$ cat src/rtl/risc_alu_seq.sv
// Registered RiSC ALU with valid/ready handshake: ADD/NAND/PASS1/SUB in one cycle, result held until consumed.
// Define RISC_ALU_MUL_EN to add the iterative shift-add multiplier on opcode 4.
module risc_alu_seq #(
    parameter int WIDTH = 16
) (
    input  logic             clk,
    input  logic             rst,
    input  logic             in_valid,
    output logic             in_ready,
    input  logic [2:0]       in_op,
    input  logic [WIDTH-1:0] in_src1,
    input  logic [WIDTH-1:0] in_src2,
    output logic             out_valid,
    input  logic             out_ready,
    output logic [WIDTH-1:0] out_result,
    output logic             out_eq,
    output logic             out_zero,
    output logic             out_carry,
    output logic             out_err
);

    typedef enum logic [1:0] {
        S_IDLE = 2'd0,
        S_HOLD = 2'd1
`ifdef RISC_ALU_MUL_EN
        , S_MUL = 2'd2
`endif
    } state_t;

    state_t           state_q, state_d;
    logic [WIDTH-1:0] result_q, result_d;
    logic             eq_q, eq_d;
    logic             zero_q, zero_d;
    logic             carry_q, carry_d;
    logic             err_q, err_d;

    logic             accept;
    logic [WIDTH:0]   sum_ext;
    logic [WIDTH-1:0] op_result;
    logic             op_carry;
    logic             op_err;

`ifdef RISC_ALU_MUL_EN
    localparam int CNT_W = $clog2(WIDTH) + 1;

    logic [WIDTH-1:0] mcand_q, mcand_d;
    logic [WIDTH-1:0] mplier_q, mplier_d;
    logic [WIDTH-1:0] acc_q, acc_d;
    logic [CNT_W-1:0] cnt_q, cnt_d;
    logic [WIDTH-1:0] acc_step;

    assign acc_step = mplier_q[0] ? (acc_q + mcand_q) : acc_q;
`endif

    assign out_valid  = (state_q == S_HOLD);
    assign in_ready   = (state_q == S_IDLE) || ((state_q == S_HOLD) && out_ready);
    assign accept     = in_valid && in_ready;
    assign out_result = result_q;
    assign out_eq     = eq_q;
    assign out_zero   = zero_q;
    assign out_carry  = carry_q;
    assign out_err    = err_q;

    // Single-cycle operation results; opcode 4 lands in default (illegal) unless the multiplier path claims it.
    always_comb begin
        // NOTE: every signal gets a default before the case so no path leaves it unassigned (no latch).
        op_result = '0;
        op_carry  = 1'b0;
        op_err    = 1'b0;
        sum_ext   = {1'b0, in_src1} + {1'b0, in_src2};
        case (in_op)
            3'd0: begin
                op_result = sum_ext[WIDTH-1:0];
                op_carry  = sum_ext[WIDTH];
            end
            3'd1: op_result = ~(in_src1 & in_src2);
            3'd2: op_result = in_src1;
            3'd3: begin
                op_result = in_src1 + ~in_src2 + WIDTH'(1);
                op_carry  = (in_src1 < in_src2);
            end
            default: op_err = 1'b1;
        endcase
    end

    always_comb begin
        state_d  = state_q;
        result_d = result_q;
        eq_d     = eq_q;
        zero_d   = zero_q;
        carry_d  = carry_q;
        err_d    = err_q;
`ifdef RISC_ALU_MUL_EN
        mcand_d  = mcand_q;
        mplier_d = mplier_q;
        acc_d    = acc_q;
        cnt_d    = cnt_q;
`endif
        case (state_q)
            S_IDLE, S_HOLD: begin
                if (accept) begin
                    eq_d = (in_src1 == in_src2);
`ifdef RISC_ALU_MUL_EN
                    if (in_op == 3'd4) begin
                        mcand_d  = in_src1;
                        mplier_d = in_src2;
                        acc_d    = '0;
                        cnt_d    = '0;
                        state_d  = S_MUL;
                    end else
`endif
                    begin
                        result_d = op_result;
                        carry_d  = op_carry;
                        zero_d   = (op_result == '0);
                        err_d    = op_err;
                        state_d  = S_HOLD;
                    end
                end else if ((state_q == S_HOLD) && out_ready) begin
                    state_d = S_IDLE;
                end
            end
`ifdef RISC_ALU_MUL_EN
            S_MUL: begin
                acc_d    = acc_step;
                mcand_d  = mcand_q << 1;
                mplier_d = mplier_q >> 1;
                cnt_d    = cnt_q + CNT_W'(1);
                if (cnt_q == CNT_W'(WIDTH - 1)) begin
                    result_d = acc_step;
                    zero_d   = (acc_step == '0);
                    carry_d  = 1'b0;
                    err_d    = 1'b0;
                    state_d  = S_HOLD;
                end
            end
`endif
            default: state_d = S_IDLE;
        endcase
    end

    // NOTE: sequential state uses non-blocking assignments so all flops update from pre-edge values.
    always_ff @(posedge clk or posedge rst) begin
        if (rst) begin
            state_q  <= S_IDLE;
            result_q <= '0;
            eq_q     <= 1'b0;
            zero_q   <= 1'b0;
            carry_q  <= 1'b0;
            err_q    <= 1'b0;
`ifdef RISC_ALU_MUL_EN
            mcand_q  <= '0;
            mplier_q <= '0;
            acc_q    <= '0;
            cnt_q    <= '0;
`endif
        end else begin
            state_q  <= state_d;
            result_q <= result_d;
            eq_q     <= eq_d;
            zero_q   <= zero_d;
            carry_q  <= carry_d;
            err_q    <= err_d;
`ifdef RISC_ALU_MUL_EN
            mcand_q  <= mcand_d;
            mplier_q <= mplier_d;
            acc_q    <= acc_d;
            cnt_q    <= cnt_d;
`endif
        end
    end

endmodule
$ cat config.mk
export PLATFORM = sky130hd
export DESIGN_NAME = risc_alu_seq
export DESIGN_NICKNAME = d
export VERILOG_FILES = /design/src/rtl/risc_alu_seq.sv
export SDC_FILE = /design/constraint.sdc
export NUM_CORES = 1
export LEC_CHECK = 0
export ABC_CLOCK_PERIOD_IN_PS = 3800
export CORE_MARGIN = 5
export CORE_UTILIZATION = 40
export CTS_BUF_LIST = sky130_fd_sc_hd__clkbuf_8 sky130_fd_sc_hd__clkbuf_16
export DETAILED_ROUTE_END_ITERATION = 12
export GPL_TIMING_DRIVEN = 0
export PLACE_DENSITY_LB_ADDON = 0.05
export SLEW_MARGIN = 20
export SYNTH_ARGS = -nofsm -noshare
export SYNTH_HDL_FRONTEND = slang
export SYNTH_SLANG_ARGS = --single-unit
$ cat constraint.sdc
create_clock -name clk -period 3.8 [get_ports clk]
set_input_delay 0.57 -clock clk [delete_from_list [all_inputs] [get_ports clk]]
set_output_delay 0.57 -clock clk [all_outputs]
set_load 0.005 [all_outputs]
==> impl_metrics.yaml, run 1 <==
status:
  run_status: "completed"
synth:
  async_reset_ff_share_pct: 100.0
  synth_top_area_share_pct: 17.38
  yosys.area.top_type: "dfrtp_1"
  synth-edff-count: 0
  netlist_area_sq_um: 3023
  syn-num-nets: 482
  ys_warn_count: 0
  synthesis.instances: 408
  most_frequently_used_flop_master_after_synthesis: "dfrtp_1"
  ys_ff_latch: 21
  synth.top_cells.by_area: "dfrtp_1 17%, ha_1 14%, nand2_1 5.8%"
  ys_seq_area_share_pct: 17.38
  synth.avg_cell_area_sq_um: 7.409
  post_synth_num_cell_types: 68
global_routing:
  grt_start_max_net_pins: 22
  via_count_of_the_first_global_routing_pass: 3098
  grt_usage_pct: 19.24
  antenna_found_initial: 0
  wire_length_of_the_first_global_routing_pass_um: 15370
  top_usage_layer: "met2"
  grt_use_met1_pct: 27.30
  gr_util_met2_pct: 30.73
  globalRouteOverflowTotal: 0
  globalRouteMet3Util_pct: 2.590
floorplanning:
  num_rows: 31
  dieHeight_um: 96.93
  die-area_sq_um: 9395
  top_level_ports: 61
  dieWidth_um: 96.93
  start_util_pct: 41.46
  core_area_sq_um: 7292
timing:
  tightestPinTransition_ns: 0.7554
  hold_violations: 0
  slew_violations: 0
  finalCriticalPeriod_ns: 3.515
  max_slew_margin_pct: 49.59
  timing.clock.skew_ns: 0.006452
  timing.final.setup_violations: 0
  timing.fmax_mhz: 284.5
  period_share_pct: 92.49
  timing.final.ws_setup_ns: 0.2854
  worst_hold_slack_ns: 0.4730
  grt_setup_unrepaired: "false"
drt:
  drtIter0Drc: 238
  via_count: 3274
  route.final.wire_length_um: 9216
  detail-route-antenna-nets: 0
  routedWlPerCell_um: 16.23
  post_drt_via_cell_ratio: 5.764
  drcViolationCount: 0
  drtPass1Iterations: 5
cts:
  insertion_delay_ns: 0.26
  tritoncts_num_sinks: 21
  ctsHoldBuffers: 0
  ctsLongestPathBuffers: 2
  clk_transition_reported_paths_ns: 0.08
  clk_root_buffer_cell: "clkbuf_8"
  tritoncts.num_buffers: 3
  tritoncts_clock_tree: "built"
  cts_htree_levels: 1
worst_hold_path:
  holdCritPathClass: "flop to flop"
  hold_end: "out_result[3]$_DFFE_PP0P_"
  worst_hold_startpoint: "out_result[3]$_DFFE_PP0P_"
  holdPathStages: 2
layout:
  layout-drive-gt1-share_pct: 8.955
  area_delta_synth_final_pct: 24.67
  final_net_count: 544
  antenna-diode-count: 0
  final_cells: 568
  final.fill_count: 792
  post-route-cell-area_sq_um: 3769
power_and_ir_drop:
  p_leak_nw: 1.655
  p_per_area_nw_per_um2: 252.6
  fin_total_pwr_w: 0.0009518
  max-vdd-ir-drop_mv: 0.1111
job:
  cap_viol_max_count: 0
placement:
  numPlacedInstances: 564
  post_dp_cell_area_sq_um: 3717
  place.gp.congestion: 0.8869
  portBuffers: 57
  dpl.hpwl_um: 7526
  placement.setup.worst_slack_ns: -0.07376
critical_path:
  critical_path.startpoint_type: "input pin"
  reg2reg_to: "out_zero$_DFFE_PP0P_"
  timing.critical_path.fanout_max: 3
  setup.reg_to_reg.worst_slack_ns: 2.08
  ff_to_ff_path_depth: 9
  worstReg2RegStart: "state_q[0]$_DFFE_PP0P_"
  worst_ep_required_time_ns: 3.96
  endpoint_kind: "flop"
  cp_data_arrival_time_ns: 3.67
  worst-setup-path-type: "input pin to flop"
[cell families after synthesis]
family | synth area share [%]
compound gates | 33.32
xor+xnor | 0.5796
fa+ha+maj | 14.98
buf+inv | 7.864
flops | 17.38
mux | 2.566
simple gates | 23.30
[worst max-delay path: stages]
cell and delay (ns):
clkdlybuf4s50_1 0.52, inv_1 0.08, ha_1 0.22, fa_1 0.40, nand2b_1 0.20, a211o_1 0.33, a211oi_2 0.28, nor3_1 0.09
nor2_1 0.22, a2111oi_0 0.15, a211oi_1 0.24, o31ai_1 0.10, mux2_2 0.27
[metal layers]
| layer | vias to the layer above | routed length (um) |
|---|---|---|
| li1 | 1606 | - |
| met1 | 1543 | 4495 |
| met2 | 114 | 4019 |
| met3 | 11 | 589 |
| met4 | 0 | 110 |
| met5 | - | 0 |
[cell usage after synthesis, drive strengths merged, types with 5 or more instances]
library cell / count
nor2b: 7
nor2: 43
o22ai: 7
dfrtp: 21
o21ai: 26
o21a: 6
inv: 30
nand3: 10
ha: 33
a21oi: 28
nand2: 47
buf: 11
or3: 6
a22oi: 5
nand2b: 8
nor3: 14
o31ai: 7
a211oi: 7
clkbuf: 16
[per-stage QoR]
step | setup TNS [ns] | utilization, %
5_1_grt | 0 | 51.68
3_5_place_dp | -0.1375 | 50.98
6_report | 0 | 51.68
2_1_floorplan | 0 | -
3_3_place_gp | -0.1540 | 50.98
4_1_cts | 0 | 51.61
[registers in the layout, summed over array words and instances (netlist names)]
name        count
out_result     16
out_carry       1
out_eq          1
out_err         1
out_zero        1
state_q         1
[worst max-delay path by stage]
| stage | from | to | slack (ns) | depth (start not counted) |
|---|---|---|---|---|
| after global placement | in_src1[0] | out_carry$_DFFE_PP0P_ | -0.1 | 13 |
| after global routing | in_src1[0] | out_zero$_DFFE_PP0P_ | 0.11 | 12 |
| after detailed placement | in_src1[0] | out_carry$_DFFE_PP0P_ | -0.07 | 13 |
| after floorplan | in_src1[0] | out_carry$_DFFE_PP0P_ | 0.93 | 12 |
| after CTS | in_src1[0] | out_carry$_DFFE_PP0P_ | 0.19 | 13 |
| final | in_src1[0] | out_carry$_DFFE_PP0P_ | 0.29 | 13 |
[report_power, final]
group / internal (W) / total, W / switching (W)
registers: 0.000258 / 0.000275 / 0.0000171
logic: 0.000250 / 0.000532 / 0.000282
clock network: 0.0000731 / 0.000144 / 0.0000712
total: 0.000581 / 0.000952 / 0.000371
[layout make-up]
class / count / area, sq um / area share [%]
tap: 99 / 123.9 / 3.287
timing repair buffer: 57 / 570.5 / 15.14
buffer: 27 / 125.1 / 3.320
clock buffer: 3 / 41.29 / 1.096
sequential: 21 / 525.5 / 13.94
clock inverter: 1 / 5.005 / 0.1328
inverter: 30 / 112.6 / 2.988
multi-input combinational: 330 / 2265 / 60.09
[repair_timing]
action,in CTS,in global routing
buffers inserted,0,0
setup endpoints to repair,0,2
gates resized for setup,0,1
hold endpoints to repair,0,0
[layout by cell type, fill, tap and decap left out, types with 5 or more instances in the layout]
| cell type | count |
|---|---|
| dfrtp_1 | 21 |
| a21oi_1 | 26 |
| nand3_1 | 10 |
| o21ai_0 | 22 |
| a22oi_1 | 5 |
| nand2b_1 | 8 |
| clkdlybuf4s50_1 | 57 |
| buf_2 | 9 |
| inv_1 | 28 |
| o31ai_1 | 6 |
| nor2_1 | 43 |
| nor3_1 | 14 |
| or3_1 | 6 |
| o22ai_1 | 7 |
| o21a_1 | 6 |
| nand2_1 | 47 |
| ha_1 | 33 |
| clkbuf_1 | 15 |
| nor2b_1 | 7 |
Power figures use the tool's default switching activity.
==> inputs of run 2 (changes only) <==
- SKIP_LAST_GASP: not set -> 1
==> results of run 2 <==
No change in the layout: final DEF, timing and power equal those of run 1.
